## src/rtl/fixed_acc_pkg.sv

```systemverilog
// rtl/fixed_acc_pkg.sv - op encodings, FSM state type and channel-index width helper
package fixed_acc_pkg;

   localparam logic [1:0] OP_ACCUM     = 2'd0;
   localparam logic [1:0] OP_READ      = 2'd1;
   localparam logic [1:0] OP_CLEAR     = 2'd2;
   localparam logic [1:0] OP_CLEAR_ALL = 2'd3;

   typedef enum logic [1:0] {
      ST_IDLE = 2'd0,
      ST_EXEC = 2'd1,
      ST_CLR  = 2'd2,
      ST_RESP = 2'd3
   } state_t;

   function automatic int ch_bits(input int channels);
      return (channels > 1) ? $clog2(channels) : 1;
   endfunction

endpackage

```

## src/rtl/fixed_acc_mc_if.sv

```systemverilog
// rtl/fixed_acc_mc_if.sv - custom-instruction request/response bundle
interface fixed_acc_mc_if #(parameter int WIDTH = 32);
   logic             start;
   logic [1:0]       n;
   logic [WIDTH-1:0] dataa;
   logic [WIDTH-1:0] datab;
   logic [WIDTH-1:0] result;
   logic             done;
   logic             xo;
   logic             xu;
   logic             ao;

   modport master (output start, n, dataa, datab, input result, done, xo, xu, ao);
   modport slave  (input start, n, dataa, datab, output result, done, xo, xu, ao);
endinterface

```

## src/rtl/fixed_acc_core.sv

```systemverilog
// rtl/fixed_acc_core.sv - add/overflow/clamp datapath shared by ACCUM and READ
// FIXED_ACC_SAT_EN: saturate the stored accumulator on overflow instead of wrapping.
module fixed_acc_core #(
   parameter int WIDTH     = 32,
   parameter int ACC_WIDTH = 40
) (
   input  logic [ACC_WIDTH-1:0] acc,
   input  logic [WIDTH-1:0]     addend,
   output logic [ACC_WIDTH-1:0] acc_next,
   output logic                 ovf,
   output logic [WIDTH-1:0]     clamped,
   output logic                 xo,
   output logic                 xu
);
   localparam int GUARD = ACC_WIDTH - WIDTH;

   logic [ACC_WIDTH-1:0] ext;
   logic [ACC_WIDTH-1:0] sum;
   logic                 fits;

   always_comb begin
      ext = {{GUARD{addend[WIDTH-1]}}, addend};
      sum = acc + ext;
      ovf = (acc[ACC_WIDTH-1] == ext[ACC_WIDTH-1]) && (sum[ACC_WIDTH-1] != acc[ACC_WIDTH-1]);
`ifdef FIXED_ACC_SAT_EN
      if (ovf) begin
         acc_next = acc[ACC_WIDTH-1] ? {1'b1, {(ACC_WIDTH-1){1'b0}}} : {1'b0, {(ACC_WIDTH-1){1'b1}}};
      end else begin
         acc_next = sum;
      end
`else
      acc_next = sum;
`endif
      // The value fits in WIDTH when all guard bits replicate the WIDTH sign bit.
      fits    = (acc_next[ACC_WIDTH-1:WIDTH-1] == {(GUARD+1){acc_next[ACC_WIDTH-1]}});
      xo      = !fits && !acc_next[ACC_WIDTH-1];
      xu      = !fits && acc_next[ACC_WIDTH-1];
      if (fits) begin
         clamped = acc_next[WIDTH-1:0];
      end else if (acc_next[ACC_WIDTH-1]) begin
         clamped = {1'b1, {(WIDTH-1){1'b0}}};
      end else begin
         clamped = {1'b0, {(WIDTH-1){1'b1}}};
      end
   end
endmodule

```

## src/rtl/fixed_acc_mc.sv

```systemverilog
// rtl/fixed_acc_mc.sv - multi-channel signed fixed-point accumulator, multicycle custom instruction
// FIXED_ACC_SAT_EN selects saturating (defined) or wrapping (undefined) accumulator storage.
module fixed_acc_mc
   import fixed_acc_pkg::*;
#(
   parameter int WIDTH     = 32,
   parameter int ACC_WIDTH = 40,
   parameter int CHANNELS  = 4
) (
   input  logic          clock,
   input  logic          reset,
   input  logic          clk_en,
   fixed_acc_mc_if.slave bus
);
   localparam int CB = ch_bits(CHANNELS);

   state_t state, state_nx;

   logic [1:0]           op_q;
   logic [WIDTH-1:0]     addend_q;
   logic [CB-1:0]        ch_q;
   logic [CB-1:0]        cnt;
   logic [ACC_WIDTH-1:0] acc_mem [CHANNELS];
   logic [CHANNELS-1:0]  ao_mem;

   logic [WIDTH-1:0]     res_p;
   logic                 xo_p, xu_p, ao_p;
   logic [WIDTH-1:0]     result_q;
   logic                 done_q, xo_q, xu_q, ao_q;

   logic [ACC_WIDTH-1:0] acc_nx;
   logic [WIDTH-1:0]     core_res;
   logic                 core_ovf, core_xo, core_xu;
   logic [WIDTH-1:0]     core_addend;
   logic                 unused_datab;

   assign unused_datab = ^bus.datab[WIDTH-1:CB];

   // READ reuses the adder with a zero addend so clamping logic exists once.
   assign core_addend = (op_q == OP_ACCUM) ? addend_q : '0;

   fixed_acc_core #(.WIDTH(WIDTH), .ACC_WIDTH(ACC_WIDTH)) u_core (
      .acc      (acc_mem[ch_q]),
      .addend   (core_addend),
      .acc_next (acc_nx),
      .ovf      (core_ovf),
      .clamped  (core_res),
      .xo       (core_xo),
      .xu       (core_xu)
   );

   always_ff @(posedge clock) begin
      if (reset) begin
         state <= ST_IDLE;
      end else if (clk_en) begin
         state <= state_nx;
      end
   end

   always_comb begin
      state_nx = state;
      case (state)
         ST_IDLE: if (bus.start) state_nx = (bus.n == OP_CLEAR_ALL) ? ST_CLR : ST_EXEC;
         ST_EXEC: state_nx = ST_RESP;
         ST_CLR:  if (cnt == CB'(CHANNELS-1)) state_nx = ST_RESP;
         ST_RESP: state_nx = ST_IDLE;
         default: state_nx = ST_IDLE;
      endcase
   end

   always_ff @(posedge clock) begin
      if (reset) begin
         for (int i = 0; i < CHANNELS; i++) acc_mem[i] <= '0;
         ao_mem   <= '0;
         op_q     <= OP_ACCUM;
         addend_q <= '0;
         ch_q     <= '0;
         cnt      <= '0;
         res_p    <= '0;
         xo_p     <= 1'b0;
         xu_p     <= 1'b0;
         ao_p     <= 1'b0;
         result_q <= '0;
         done_q   <= 1'b0;
         xo_q     <= 1'b0;
         xu_q     <= 1'b0;
         ao_q     <= 1'b0;
      end else if (clk_en) begin
         done_q <= 1'b0;
         case (state)
            ST_IDLE: begin
               if (bus.start) begin
                  op_q     <= bus.n;
                  addend_q <= bus.dataa;
                  ch_q     <= bus.datab[CB-1:0];
                  cnt      <= '0;
               end
            end
            ST_EXEC: begin
               if (op_q == OP_ACCUM) begin
                  acc_mem[ch_q] <= acc_nx;
                  if (core_ovf) ao_mem[ch_q] <= 1'b1;
                  res_p <= core_res;
                  xo_p  <= core_xo;
                  xu_p  <= core_xu;
                  ao_p  <= ao_mem[ch_q] | core_ovf;
               end else if (op_q == OP_READ) begin
                  res_p <= core_res;
                  xo_p  <= core_xo;
                  xu_p  <= core_xu;
                  ao_p  <= ao_mem[ch_q];
               end else begin
                  acc_mem[ch_q] <= '0;
                  ao_mem[ch_q]  <= 1'b0;
                  res_p <= '0;
                  xo_p  <= 1'b0;
                  xu_p  <= 1'b0;
                  ao_p  <= 1'b0;
               end
            end
            ST_CLR: begin
               acc_mem[cnt] <= '0;
               ao_mem[cnt]  <= 1'b0;
               cnt   <= cnt + 1'b1;
               res_p <= '0;
               xo_p  <= 1'b0;
               xu_p  <= 1'b0;
               ao_p  <= 1'b0;
            end
            ST_RESP: begin
               result_q <= res_p;
               xo_q     <= xo_p;
               xu_q     <= xu_p;
               ao_q     <= ao_p;
               done_q   <= 1'b1;
            end
            default: ;
         endcase
      end
   end

   assign bus.result = result_q;
   assign bus.done   = done_q;
   assign bus.xo     = xo_q;
   assign bus.xu     = xu_q;
   assign bus.ao     = ao_q;
endmodule
```

## src/flat_wrapper.sv

```systemverilog
// flat-port wrapper written by rule: the top's interface ports become plain ports
module fixed_acc_mc_flat import fixed_acc_pkg::*;
#(
   parameter int WIDTH     = 32,
   parameter int ACC_WIDTH = 40,
   parameter int CHANNELS  = 4
)
  (clock, reset, clk_en, bus_start, bus_n, bus_dataa, bus_datab, bus_result, bus_done, bus_xo, bus_xu, bus_ao);
  fixed_acc_mc_if #(.WIDTH(WIDTH)) bus_i ();
  input  logic clock;
  input  logic reset;
  input  logic clk_en;
  input wire logic [$bits(bus_i.start)-1:0] bus_start;
  input wire logic [$bits(bus_i.n)-1:0] bus_n;
  input wire logic [$bits(bus_i.dataa)-1:0] bus_dataa;
  input wire logic [$bits(bus_i.datab)-1:0] bus_datab;
  output wire logic [$bits(bus_i.result)-1:0] bus_result;
  output wire logic [$bits(bus_i.done)-1:0] bus_done;
  output wire logic [$bits(bus_i.xo)-1:0] bus_xo;
  output wire logic [$bits(bus_i.xu)-1:0] bus_xu;
  output wire logic [$bits(bus_i.ao)-1:0] bus_ao;
  assign bus_i.start = bus_start;
  assign bus_i.n = bus_n;
  assign bus_i.dataa = bus_dataa;
  assign bus_i.datab = bus_datab;
  assign bus_result = bus_i.result;
  assign bus_done = bus_i.done;
  assign bus_xo = bus_i.xo;
  assign bus_xu = bus_i.xu;
  assign bus_ao = bus_i.ao;
  fixed_acc_mc #(.WIDTH(WIDTH), .ACC_WIDTH(ACC_WIDTH), .CHANNELS(CHANNELS)) u_core (.clock(clock), .reset(reset), .clk_en(clk_en), .bus(bus_i));
endmodule
```

## config.mk

```make
export PLATFORM = sky130hd
export DESIGN_NAME = fixed_acc_mc_flat
export DESIGN_NICKNAME = d
export VERILOG_FILES = /design/src/rtl/fixed_acc_pkg.sv /design/src/rtl/fixed_acc_mc_if.sv /design/src/rtl/fixed_acc_core.sv /design/src/rtl/fixed_acc_mc.sv /design/src/flat_wrapper.sv
export SDC_FILE = /design/constraint.sdc
export NUM_CORES = 1
export LEC_CHECK = 0
export BUFFER_PORTS_ARGS = -buffer_cell sky130_fd_sc_hd__buf_2
export CAP_MARGIN = 30
export CORE_MARGIN = 2
export CORE_UTILIZATION = 40
export DETAILED_ROUTE_END_ITERATION = 16
export GPL_ROUTABILITY_DRIVEN = 1
export RECOVER_POWER = 100
export SLEW_MARGIN = 20
export SYNTH_ARGS = -nofsm -noshare
export SYNTH_HDL_FRONTEND = slang
export SYNTH_SLANG_ARGS = --single-unit
```

## constraint.sdc

```tcl
create_clock -name clock -period 12.6 [get_ports clock]
set_clock_uncertainty 0.2 [all_clocks]
set_input_delay 1.89 -clock clock [delete_from_list [all_inputs] [get_ports clock]]
set_output_delay 1.89 -clock clock [all_outputs]
set_load 0.005 [all_outputs]
```

After elaboration in Yosys (flattened, before gate mapping) --
Memory sizes are Yosys's and may differ from the RTL's. A register that Yosys moved wholly into a read port is not among the register bits. Index checks and enable logic that the tools add are counted.
Storage, ports and cells: register bits 115, bits in writable memories 160, bits of input ports 70, output and inout port bits 36, word-level logic and storage cells 119, memories 1
Cells by class: add/subtract/negate cells 2, order comparisons 4, equal/unequal tests 13, mux-type cells 58, bitwise operators 7, reduce and logical (&&, ||, !) cells 19
Memories:
- u_core.acc_mem | depth 4, bits a word 40, rd ports 1, clocked after memory_dff 1, write ports 4, RTL line fixed_acc_mc.sv:23 | logic [ACC_WIDTH-1:0] acc_mem [CHANNELS];
Operators by type and width (count):
- two-way mux 32 bit | 5
- two-way mux 40 bit | 3
- OR reduction 40 bit | 2
- one-hot mux 32 bit (2 select lines) | 1
- adder 40 bit | 1
- two-way mux 1 bit | 29
- two-way mux 2 bit | 8
- two-way mux 4 bit | 3
- AND reduction 3 bit | 3
- bitwise AND 4 bit | 2
- == test 2 bit, second input constant | 4
- == test 8 bit | 1
- inverter 4 bit | 2
- one-hot mux 2 bit (4 select lines) | 1
- one-hot mux 4 bit (2 select lines) | 1
- < comparator 2 x 3 -> 1 bit, second input constant | 2
- one-hot mux 1 bit (2 select lines) | 3
- logical AND 1 bit | 5
- demux 1 bit (select 2 bit) | 2
- == test 2 x 1 -> 1 bit, second input constant | 2
- greater-or-equal comparator 2 x 1 -> 1 bit, second input constant | 2
- logical NOT 2 bit | 2
- bitwise OR 4 bit | 1
- one-hot mux 2 bit (2 select lines) | 1
- 13 further kinds | 17

Logic depth before layout (Yosys ltp) --
Gate-level depths: netlist of the first run.
word-level depth 11, gate-level depth with buffers 17, depth with buffers taken out 14

Cells and area by module --
A second synthesis of the first run with hierarchy kept.
Second synthesis, totals: cell total of the unflattened synthesis 1393, area total of the unflattened synthesis 14241.2 um^2
By module, submodules not included:
- fixed_acc_mc | instances 1, cells an instance 995, area an instance 11370.9 um^2, sequential area each 7146.9 um^2
- fixed_acc_core | instances 1, cells an instance 398, area an instance 2870.3 um^2, sequential area each 0.0 um^2

Least setup slack after synthesis of the first run --
Ideal clock, no wire load.
path kind reg-to-reg, from register with a tool-made name, to register u_core.res_p[10], library setup time 0.092 ns, arrival time 4.868 ns, data required time 12.308 ns, path slack 7.440 ns, stages on the path, launching flop included 16, buffers on the path 4, clock period less this slack 5.160 ns, cell sequence dfxtp_1 > buf_1 > clkbuf_1 > mux4_2 > ha_1 > buf_2 > nand4_1 > or3_1 > o41ai_2 > o31a_1 > nand2_1 > or3b_1 > nor4_1 > a41oi_1 > clkbuf_1 > o32ai_1
RTL lines:
- end signal, assigned | RTL line fixed_acc_mc.sv:103 | res_p <= core_res;
- end signal, assigned | RTL line fixed_acc_mc.sv:108 | res_p <= core_res;
- end, declared | RTL line fixed_acc_mc.sv:26 | logic [WIDTH-1:0] res_p;

==> results of run 1 <==
[sequential cells by signal, indices dropped and copies added (netlist names), named ones only]
| name | flops |
|---|---|
| u_core.acc_mem | 160 |
| u_core.state | 2 |
| u_core.op_q | 2 |
| u_core.ao_p | 1 |
| u_core.addend_q | 32 |
| u_core.bus.done | 1 |
| u_core.xu_p | 1 |
| u_core.ch_q | 2 |
| u_core.bus.ao | 1 |
| u_core.xo_p | 1 |
| u_core.bus.xu | 1 |
| u_core.res_p | 32 |
| u_core.cnt | 2 |
| u_core.bus.xo | 1 |
| u_core.bus.result | 32 |
[cells in the mapped netlist, drive strengths merged, types with 17 or more instances]
cell type / count
a21oi: 133
and2: 56
clkbuf: 85
dfxtp: 117
edfxtp: 160
ha: 47
inv: 53
mux4: 41
nand2: 209
nand2b: 20
nor2: 169
o21ai: 28
o32ai: 31
o41ai: 21
or2: 30
xor2: 17
[through the flow]
stage	utilization	power [mW]	cells
after detailed placement	0.4311	1.393	1873
after global placement	0.4311	1.389	1873
final	0.4564	2.260	1930
after global routing	0.4564	2.346	1930
after floorplan	-	1.287	1416
after CTS	0.4594	2.272	1929
[cell type report]
type / count / area, um2
multi-input cells: 991 / 6459
well taps: 455 / 569.3
repair buffers: 98 / 483.0
fillers: 3372 / 18870
clock buffers: 39 / 825.8
flip-flops and latches: 277 / 7148
clock inverters: 17 / 157.7
inverters: 53 / 198.9
[power by group through the flow]
stage | Sequential, mW | Combinational, mW | Clock, mW
after global placement | 1.06 | 0.334 | 0
after global routing | 1.05 | 0.369 | 0.929
after detailed placement | 1.06 | 0.335 | 0
after floorplan | 1.05 | 0.239 | 0
final | 1.04 | 0.337 | 0.883
after CTS | 1.04 | 0.338 | 0.895
[how the worst min path moves through the flow]
stage | end | slack [ns] | from
2_1_floorplan | u_core.bus.result[10]$_SDFFE_PP0P_ | 0.23 | u_core.res_p[10]$_SDFFE_PP0P_
3_3_place_gp | u_core.bus.result[17]$_SDFFE_PP0P_ | 0.24 | u_core.res_p[17]$_SDFFE_PP0P_
3_5_place_dp | u_core.bus.result[17]$_SDFFE_PP0P_ | 0.24 | u_core.res_p[17]$_SDFFE_PP0P_
4_1_cts | u_core.bus.result[17]$_SDFFE_PP0P_ | 0.25 | u_core.res_p[17]$_SDFFE_PP0P_
5_1_grt | u_core.bus.result[17]$_SDFFE_PP0P_ | 0.27 | u_core.res_p[17]$_SDFFE_PP0P_
6_report | u_core.addend_q[18]$_SDFFE_PP0P_ | 0.25 | u_core.addend_q[18]$_SDFFE_PP0P_
[critical path: stages (launching register included)]
cell and delay [ns]:
dfxtp_1 1.21, clkbuf_1 1.61, mux4_2 0.67, ha_1 0.27, fa_1 0.42, a21o_1 0.19
a221o_1 0.42, nand4_1 0.19, nand2_1 0.11, a21oi_1 0.26, o21bai_1 0.21, and4_1 0.24
nor3_1 0.17, clkbuf_1 1.31, a41oi_4 0.54, buf_16 0.34, o32ai_1 0.23
[metal layers]
| layer | GRT usage | vias to the layer above |
|---|---|---|
| met4 | 0.05666 | 0 |
| met1 | 0.2985 | 5198 |
| met3 | 0.02302 | 48 |
| met5 | 0 | - |
| met2 | 0.3205 | 310 |
| li1 | - | 5178 |
[kinds of logic (layout without fill, tap and decap cells)]
group / count (synthesis) / after routing
DFF: 277 / 277
buffers and inverters: 148 / 207
and+or+nand+nor: 554 / 554
AOI/OAI and AO/OA: 313 / 313
adders and majority gates: 48 / 48
xor gates and xnor gates: 33 / 33
muxes: 43 / 43
==> run summary, run 1 <==
==========================================================================================
Placed Instance Area                                                           0.01496 mm2
Yosys top cell by area                                                            edfxtp_1
Multiplexer fraction of the synthesized cell area                                  0.06668
Final-stage net count                                                                 1569
Vias in the first global route                                                       10210
Post-CTS sizing                                                                          0
Number of remaining DRC errors                                                           0
Sequential fraction of the synthesis area                                           0.5051
Global-route wire length before repair                                            58.51 mm
Sw Pwr                                                                           0.6100 mW
Hold Crit Depth                                                                          2
Routed via count                                                                     10730
Register share of total power                                                        0.461
TritonCTS clock tree                                                                  done
Worst reg-to-reg setup slack                                                       3.82 ns
Setup repair after global routing missed its margin                                  false
Detailed Place HPWL                                                               23.87 mm
Kind of start point of the critical path                                              flop
Path type of the worst min-delay path                                         flop to flop
Die Y                                                                             192.1 um
Routability cong.                                                                   0.8989
Layout Cell Area excl Fill                                                     0.01584 mm2
Count of routing violations after the opening detailed-route iteration                 932
IR drop worst, VDD                                                             0.0001166 V
Synthesized instance count                                                            1416
TritonRoute pass-1 iters                                                                 6
Main combinational cell family by area after synthesis                        simple AND/OR/NAND/NOR gates
WL per Instance                                                                   19.48 um
Critical path start-end classification                                        flop to flop
Post-synthesis xor/xnor area fraction                                              0.02043
Synthesized netlist net count                                                         1534
WL final                                                                          37.60 mm
Placement Setup Slack                                                             5.999 ns
Max Cap Violations                                                                      16
Data required, critical path                                                      12.83 ns
Synth Area per Inst                                                              9.992 um2
Unique cell type count in the Yosys netlist                                             69
# port buffers                                                                          75
Initial Utilization                                                                 0.4076
Die area                                                                       0.03689 mm2
Worst flop-to-flop path endpoint                                              u_core.res_p[5]$_SDFFE_PP0P_
Number of standard-cell rows in the floorplan                                           68
Metal1 wirelength                                                                 17.87 mm
Largest fanout on the critical path                                                     35
Endpoint arrival time on the critical path                                         9.01 ns
Maximum number of buffers from clock root to sink                                        3
DR vias/cell                                                                         5.562
Amount of wire on met2 after detailed routing                                     16.82 mm
Switching share of total power                                                      0.2699
Fraction of layout cells with a size suffix above 1                                 0.1247
GRT Resource Usage Total                                                            0.2041
Worst-Skew Late Latency                                                            0.57 ns
Final critical path time including I/O delays and setup                           8.780 ns
Core outline area                                                              0.03471 mm2
Sum of negative setup slack                                                           0 ns
Final worst-path setup slack                                                      3.820 ns
Die extent in x                                                                   192.1 um
Number of inserted diodes                                                                0
Power density normalized to cell area                                         142.7 mW/mm2
CTS root buffer                                                                  clkbuf_16
Count of nets left with antenna violations after detail routing                          0
Synthesized flop and latch total                                                       277
Share of total power in combinational logic                                          0.149
Setup violations, final                                                                  0
Post-synth design cell area                                                    0.01415 mm2
Final hold violation count                                                               0
Peak clock frequency supported by timing                                         113.9 MHz
Slew at the pin closest to its max-slew limit                                     3.224 ns
Leakage component of the power                                                    5.874 nW
Top routing layer in use                                                              met4
Failing checks                                                                max-capacitance violations, max-slew violations
Max-slew violation count                                                               622
Top cells by area in the synthesized netlist                                  edfxtp_1 34%, dfxtp_1 17%, mux4_2 6.5%
Clock slew at reported path FFs                                                    0.06 ns
Share of synthesized cell area in full adder, half adder and majority cells        0.04298
H-tree level count                                                                       1
Most frequent cells in the layout                                             209 x nand2_1, 167 x nor2_1, 160 x edfxtp_1, 133 x a21oi_1, 116 x dfxtp_1
Synth async-reset ratio                                                                  0
Post-CTS setup buffer count                                                              0
Yosys warning count                                                                      0
Nature of the critical path endpoint                                                  flop
Slew HR                                                                             -1.150
Most frequent standard cell in the layout excluding fill and tap cells             nand2_1
Worst hold slack across all endpoints                                            0.2480 ns
Area fraction in compound gates after synthesis                                     0.1477
Ports placed on the boundary                                                           106
Global route overflow                                                                    0
Maximum number of pins on one net before global-route repair                            73
Synth Flop Type                                                                   edfxtp_1
# clock sinks                                                                          277
Detailed route wirelength on metal3                                               2.001 mm
Proportion of netlist area held by the largest area contributor                     0.3396
Number of flops mapped to enable cells by yosys                                        160
Internal power                                                                    1.650 mW
Capture point of the critical path                                            u_core.res_p[5]$_SDFFE_PP0P_
CTS buffer count                                                                        30
Synth-to-Final Area Change                                                          11.96%
Share of the clock period used by the worst path after layout                       0.6969
Antenna violations before repair                                                         0
Number of buffers added to fix hold violations after cts                                 0
Clk network pwr share                                                                0.390
Post-synthesis simple-gate area fraction                                            0.1774
Result of the run                                                             complete, but fails checks
Depth of the most critical reg-to-reg path                                              16
==========================================================================================
Note: power is estimated with default switching activity, not from simulation.
==> run 2: changes to the inputs <==
--- a/config.mk
+++ b/config.mk
@@ -5,6 +5,7 @@
 export SDC_FILE = /design/constraint.sdc
 export NUM_CORES = 1
 export LEC_CHECK = 0
+export ABC_AREA = 1
 export BUFFER_PORTS_ARGS = -buffer_cell sky130_fd_sc_hd__buf_2
 export CAP_MARGIN = 30
 export CORE_MARGIN = 2
==> constraint.sdc (replaced) <==
create_clock -name clock -period 9 [get_ports clock]
set_clock_uncertainty 0.2 [all_clocks]
set_input_delay 1.35 -clock clock [delete_from_list [all_inputs] [get_ports clock]]
set_output_delay 1.35 -clock clock [all_outputs]
set_load 0.005 [all_outputs]
==> run 2 against run 1 <==
- the flow still finishes with violations (max-capacitance violations, max-slew violations)
- fmax increased by 30%
- count of clock-buffer cells in the layout increased by 6
- core utilization decreased by 0.22 points
- critical endpoint is now u_core.res_p[19]$_SDFFE_PP0P_
- wire length increased by 4.3%
- register-to-register slack got worse by 1.6 ns
- global-route usage increased by 0.16 points
- sequential power increased by 40%
- synthesized area increased by 3.2%
- setup slack got worse by 1.6 ns
- die area increased by 3.2%
- largest power group unchanged
==> run summary, run 2 <==
=====================================================================================
Max Cap Violations                                                                  9   -7
Final-stage net count                                                            2029   +29%
Result of the run                                                        complete, but fails checks
Share of the clock period used by the worst path after layout                  0.7484   +0.05158
Synthesized flop and latch total                                                  277   unchanged
Top delay family on crit path                                            buffers and inverters
GRT Resource Usage Total                                                       0.2057   +0.001641
Setup violations, final                                                             0   unchanged
Yosys top cell by area                                                       edfxtp_1
Top post-synthesis cells by count                                        414 x nor2_1, 326 x nand2_1, 201 x inv_1
Largest fanout on the critical path                                                44   +26%
Final critical path time including I/O delays and setup                      6.736 ns   -2.044 ns
Synthesized netlist net count                                                    1987   +30%
Data required, critical path                                                  9.14 ns   -3.69 ns
CTS root buffer                                                             clkbuf_16
Ports placed on the boundary                                                      106   unchanged
Core outline area                                                         0.03574 mm2   +3.0%
Number of buffers added to fix hold violations after cts                            0   unchanged
Maximum number of pins on one net before global-route repair                       79   +8.2%
Detailed Place HPWL                                                          26.77 mm   +12%
Most frequent cells in the layout                                        414 x nor2_1, 329 x nand2_1, 202 x inv_1, 164 x o21ai_0, 160 x edfxtp_1
Number of inserted diodes                                                           0   unchanged
IR drop worst, VDD                                                        0.0001214 V   +4.2%
Fraction of layout cells with a size suffix above 1                           0.08889   -0.03586
Slowest cell on the critical path                                            clkbuf_1
CTS buffer count                                                                   30   unchanged
Post-synth design cell area                                               0.01461 mm2   +3.2%
Largest register by flop count                                           u_core.acc_mem
Number of flops mapped to enable cells by yosys                                   160   unchanged
Endpoint arrival time on the critical path                                    6.88 ns   -2.13 ns
WL per Instance                                                              16.37 um   -16%
Sum of negative setup slack                                                      0 ns   unchanged
Proportion of netlist area held by the largest area contributor                0.3289   -0.01065
Clock slew at reported path FFs                                               0.06 ns   about the same
Die Y                                                                        195.1 um   +1.6%
Antenna violations before repair                                                    0   unchanged
H-tree level count                                                                  1   unchanged
Global route overflow                                                               0   unchanged
# clock sinks                                                                     277   unchanged
Path type of the worst min-delay path                                    flop to flop
Maximum number of buffers from clock root to sink                                   3   unchanged
Sequential fraction of the synthesis area                                      0.4893   -0.01584
Kind of start point of the critical path                                         flop
Synth-to-Final Area Change                                                     11.13%
Largest incremental delay on the critical path                                1.34 ns   -0.27 ns
Cell with the most instances on the worst path                                nand2_1
DR vias/cell                                                                    5.065   -8.9%
Worst reg-to-reg setup slack                                                  2.26 ns   -1.56 ns
WL final                                                                     39.22 mm   +4.3%
Synthesized instance count                                                       1869   +32%
# port buffers                                                                     75   unchanged
Die area                                                                  0.03806 mm2   +3.2%
Number of standard-cell rows in the floorplan                                      69   +1.5%
Vias in the first global route                                                  11480   +12%
Routed via count                                                                12140   +13%
Top cells by area in the synthesized netlist                             edfxtp_1 33%, dfxtp_1 16%, nor2_1 11%
Placed Instance Area                                                      0.01539 mm2   +2.9%
Routability cong.                                                              0.9428   +4.9%
Yosys warning count                                                                 0   unchanged
Synth Area per Inst                                                         7.815 um2   -22%
Final hold violation count                                                          0   unchanged
Worst path bufs/invs                                                                4   +1
Max-slew violation count                                                          318   -49%
Synth Flop Type                                                              edfxtp_1
Initial Utilization                                                            0.4087   +0.001084
Most frequent standard cell in the layout excluding fill and tap cells         nor2_1
Die extent in x                                                              195.1 um   +1.6%
Most frequent cell after synthesis                                             nor2_1
Nature of the critical path endpoint                                             flop
Largest register FFs                                                              160   unchanged
Count of nets left with antenna violations after detail routing                     0   unchanged
Slew HR                                                                       -0.9339   +0.2156
Peak clock frequency supported by timing                                    148.5 MHz   +30%
Number of remaining DRC errors                                                      0   unchanged
Critical path start-end classification                                   flop to flop
Setup repair after global routing missed its margin                             false
Global-route wire length before repair                                       62.55 mm   +6.9%
Power density normalized to cell area                                    207.0 mW/mm2   +45%
Post-CTS sizing                                                                     0   unchanged
Synth async-reset ratio                                                             0   unchanged
Count of routing violations after the opening detailed-route iteration            854   -8.4%
Unique cell type count in the Yosys netlist                                        46   -33%
TritonRoute pass-1 iters                                                            5   -1
TritonCTS clock tree                                                             done
Slew at the pin closest to its max-slew limit                                2.901 ns   -0.3233 ns
Leakage component of the power                                               6.613 nW   +13%
Layout Cell Area excl Fill                                                0.01623 mm2   +2.5%
Post-CTS setup buffer count                                                         0   unchanged
Worst-Skew Late Latency                                                       0.56 ns   about the same
Failing checks                                                           max-capacitance violations, max-slew violations
Cell Chain, Critical Path                                                buf_4 -> inv_1 -> clkbuf_1 -> o21ai_0 -> o22ai_1 -> ha_1 -> nand2_1 -> inv_1 -> nand2_1 -> nand2_1 -> nand3b_1 -> nand2_1 -> nand2_1 -> nand2_2 -> nand3_1 -> nand2_1 -> nand2_1 -> nor2_2 -> nand3_4 -> nand2_2 -> nand2_1 -> nand3_1 -> a21oi_1
=====================================================================================
## run 2: path summary, 6_finish.rpt
check,start,endpoint,cells after the start
setup / recovery,flop,u_core.res_p[19]$_SDFFE_PP0P_,23
hold / removal,u_core.addend_q[5]$_SDFFE_PP0P_,u_core.addend_q[5]$_SDFFE_PP0P_,2
setup reg to reg,flop,u_core.res_p[19]$_SDFFE_PP0P_,23
hold reg to reg,u_core.addend_q[5]$_SDFFE_PP0P_,u_core.addend_q[5]$_SDFFE_PP0P_,2
## run 2: final cells by class
class | count | area (um2)
clock buffer | 45 | 905.9
fill | 3658 | 19510
inverter | 218 | 818.3
sequential | 277 | 7148
timing repair buffer | 94 | 461.7
clock inverter | 11 | 62.56
multi-input combinational | 1290 | 6259
tap | 461 | 576.8
## run 2: layer usage
metal	vias to the layer above	global-route usage	wire length (um)
li1	6159	-	-
met1	5617	0.2889	18690
met2	313	0.3360	17600
met3	46	0.03022	2271
met4	0	0.04722	655
met5	-	0	0
## run 2: worst register-to-register path, delay by kind of cell (launching register included)
family | cells | cell delay, ns
buf+inv | 4 | 2.72
simple gates | 15 | 2.39
fa+ha+maj | 1 | 0.34
compound gates | 3 | 0.56
flops | 1 | 0.30
## run 2: power by group
part / leakage [nW] / internal (mW) / switching (mW)
Sequential: 2.61 / 1.43 / 0.0286
Combinational: 3.51 / 0.199 / 0.501
Clock: 0.497 / 0.693 / 0.504
Total: 6.61 / 2.33 / 1.03
## run 2: logic make-up (layout without fill, tap and decap cells)
| kind of cell | after synthesis | count (layout) | synth area share |
|---|---|---|---|
| AO/OA/AOI/OAI | 341 | 341 | 0.1239 |
| XOR/XNOR | 31 | 31 | 0.01962 |
| adder cells (fa/ha/maj) | 48 | 48 | 0.04163 |
| buffers and inverters | 302 | 368 | 0.08086 |
| flip-flops | 277 | 277 | 0.4893 |
| multiplexers | 1 | 1 | 0.0007709 |
| AND/OR/NAND/NOR | 869 | 869 | 0.2440 |
## run 2: through the flow
stage / setup WS [ns] / power, mW / hold WS, ns / instances / utilization
after floorplan: 3.595 / 1.984 / 0.2300 / 1869 / -
final: 2.264 / 3.361 / 0.2537 / 2396 / 0.4541
after global placement: 3.892 / 2.179 / 0.2440 / 2338 / 0.4293
after detailed placement: 3.861 / 2.186 / 0.2442 / 2340 / 0.4306
after CTS: 3.838 / 3.385 / 0.2538 / 2396 / 0.4577
after global routing: 1.708 / 3.528 / 0.2752 / 2396 / 0.4541
==> run 3: changes to the inputs <==
==> constraint.sdc (replaced) <==
create_clock -name clock -period 7.05 [get_ports clock]
set_clock_uncertainty 0.2 [all_clocks]
set_input_delay 1.0575 -clock clock [delete_from_list [all_inputs] [get_ports clock]]
set_output_delay 1.0575 -clock clock [all_outputs]
set_load 0.005 [all_outputs]
==> run 3 against run 2 <==
- the run still ends with max-capacitance violations, max-slew violations left
- first-iteration DRC count grew 3.9%
- sequential share of layout area up 0.14 points
- power grew 27%
- worst hold slack improved by 0.0012 ns
- combinational power rose by 28%
- fmax increased by 16%
- highest routed layer unchanged
==> run summary, run 3 (synthesis gave the netlist of run 2 again) <==
=====================================================================================
Result of the run                                                        complete, but fails checks
Failing checks                                                           max-capacitance violations, max-slew violations
Share of total power in combinational logic                                     0.210   +0.002
Maximum number of buffers from clock root to sink                                   3   unchanged
Slew at the pin closest to its max-slew limit                                2.965 ns   +0.06437 ns
Die area                                                                  0.03806 mm2   unchanged
Routed via count                                                                12250   +0.91%
Largest fanout on the critical path                                                31   -30%
Global route overflow                                                               0   unchanged
Final cell utilization of the core                                             0.4527   -0.001400
Routability cong.                                                              0.9459   +0.33%
Antenna violations before repair                                                    0   unchanged
Fraction of layout cells with a size suffix above 1                           0.08118   -0.007710
Count of routing violations after the opening detailed-route iteration            887   +3.9%
Number of inserted diodes                                                           0   unchanged
Sw Pwr                                                                       1.308 mW   +27%
Data required, critical path                                                  7.28 ns   -1.86 ns
CTS root buffer                                                             clkbuf_16
GRT Resource Usage Total                                                       0.2070   +0.001219
Max-slew violation count                                                          207   -35%
Clock slew at reported path FFs                                               0.06 ns   about the same
Slew HR                                                                       -0.9769   -0.04292
Setup violations, final                                                             0   unchanged
Count of nets left with antenna violations after detail routing                     0   unchanged
Most frequent standard cell in the layout excluding fill and tap cells         nor2_1
Largest register FFs                                                              160   unchanged
Switching share of total power                                                 0.3074   about the same
# port buffers                                                                     75   unchanged
Maximum number of pins on one net before global-route repair                       79   unchanged
Die Y                                                                        195.1 um   unchanged
Cell Chain, Critical Path                                                clkinv_1 -> clkbuf_1 -> o21ai_0 -> o22ai_1 -> ha_1 -> nand2_1 -> nor2_1 -> nand2_1 -> nor2_1 -> nand2_1 -> nand3_1 -> nand2_1 -> nand2_1 -> nand2_1 -> nand2_1 -> nand2_1 -> nor2_1 -> nand3_2 -> nand2_2 -> nand2_1 -> nand3_1 -> a21oi_1
Leakage component of the power                                               6.598 nW   -0.24%
Ports placed on the boundary                                                      106   unchanged
Post-CTS setup buffer count                                                         0   unchanged
DR vias/cell                                                                    5.113   +0.95%
Path type of the worst min-delay path                                    flop to flop
Register share of total power                                                   0.439   +0.004
Worst-Skew Late Latency                                                       0.57 ns   about the same
WL final                                                                     39.62 mm   +1.0%
Largest incremental delay on the critical path                                1.13 ns   -0.21 ns
Max Cap Violations                                                                  5   -4
IR drop worst, VDD                                                        0.0001396 V   +15%
Cell with the most instances on the worst path                                nand2_1
# clock sinks                                                                     277   unchanged
Share of the clock period used by the worst path after layout                  0.8249   +0.07650
Top delay family on crit path                                            simple AND/OR/NAND/NOR gates
Vias in the first global route                                                  11640   +1.4%
Setup repair after global routing missed its margin                             false
Nature of the critical path endpoint                                             flop
Layout Cell Area excl Fill                                                0.01618 mm2   -0.31%
Final critical path time including I/O delays and setup                      5.816 ns   -0.9201 ns
Clk network pwr share                                                           0.351   -0.005
TritonCTS clock tree                                                             done
Worst path bufs/invs                                                                2   -2
Post-CTS sizing                                                                     0   unchanged
Detailed Place HPWL                                                          27.35 mm   +2.2%
H-tree level count                                                                  1   unchanged
WL per Instance                                                              16.54 um   +1.1%
Final-stage net count                                                            2029   unchanged
Critical path start-end classification                                   flop to flop
Number of remaining DRC errors                                                      0   unchanged
Die extent in x                                                              195.1 um   unchanged
CTS buffer count                                                                   29   -3.3%
Global-route wire length before repair                                       62.91 mm   +0.59%
Final hold violation count                                                          0   unchanged
TritonRoute pass-1 iters                                                            5   unchanged
Power density normalized to cell area                                    263.0 mW/mm2   +27%
Endpoint arrival time on the critical path                                    6.05 ns   -0.83 ns
Slowest cell on the critical path                                            clkbuf_1
Internal power                                                               2.947 mW   +27%
Largest register by flop count                                           u_core.acc_mem
Sum of negative setup slack                                                      0 ns   unchanged
Initial Utilization                                                            0.4087   unchanged
Kind of start point of the critical path                                         flop
Number of standard-cell rows in the floorplan                                      69   unchanged
Placed Instance Area                                                      0.01540 mm2   about the same
Synth-to-Final Area Change                                                     10.78%
Core outline area                                                         0.03574 mm2   unchanged
Peak clock frequency supported by timing                                    171.9 MHz   +16%
Number of buffers added to fix hold violations after cts                            0   unchanged
Most frequent cells in the layout                                        417 x nor2_1, 333 x nand2_1, 204 x inv_1, 164 x o21ai_0, 160 x edfxtp_1
=====================================================================================
==> run 3: changes by cell type in the layout (fill, tap and decap cells not counted), sizes merged <==
cell,before,now
clkbuf,71,70
inv,216,214
buf,68,70
==> run 3: layout make-up <==
class	instances	area (um2)
Clock inverter	9	48.80
Fill cell	3628	19560
Tap cell	461	576.8
Clock buffer	45	887.1
Timing Repair Buffer	95	475.5
Sequential cell	277	7148
Multi-Input combinational cell	1290	6227
Inverter	218	818.3
==> run 3: worst paths after layout <==
kind	startpoint	to	slack (ns)	depth (start not counted)
worst min-delay path	u_core.addend_q[6]$_SDFFE_PP0P_	u_core.addend_q[6]$_SDFFE_PP0P_	0.25	2
worst max register to register	flop	u_core.res_p[5]$_SDFFE_PP0P_	1.23	22
worst min register to register	u_core.addend_q[6]$_SDFFE_PP0P_	u_core.addend_q[6]$_SDFFE_PP0P_	0.25	2
worst max-delay path	flop	u_core.res_p[5]$_SDFFE_PP0P_	1.23	22
==> run 3: layer usage <==
layer,vias up,part of all wire,track usage
li1,6188,-,-
met1,5694,0.48,0.2935
met2,305,0.45,0.3385
met3,58,0.058,0.02453
met4,0,0.017,0.04863
met5,-,0,0
==> run 3: power by group through the flow <==
stage / logic (mW) / registers [mW] / clock network, mW
after floorplan: 0.640 / 1.89 / 0
after global placement: 0.885 / 1.90 / 0
after detailed placement: 0.891 / 1.90 / 0
after CTS: 0.896 / 1.87 / 1.52
after global routing: 0.997 / 1.88 / 1.58
final: 0.894 / 1.87 / 1.49
==> run 3: per-stage QoR <==
stage | cells | total power, mW | hold slack [ns] | worst slack [ns]
6_report | 2395 | 4.255 | 0.2549 | 1.234
5_1_grt | 2395 | 4.457 | 0.2751 | 0.8065
4_1_cts | 2395 | 4.287 | 0.2538 | 1.970
3_5_place_dp | 2341 | 2.792 | 0.2442 | 1.994
3_3_place_gp | 2339 | 2.782 | 0.2426 | 1.977
2_1_floorplan | 1869 | 2.532 | 0.2300 | 1.937
==> run 3: worst min-delay path, cell delays in order, from the launching register on <==
cell and delay [ns]:
dfxtp_1 0.30, inv_1 0.06, a21oi_1 0.05
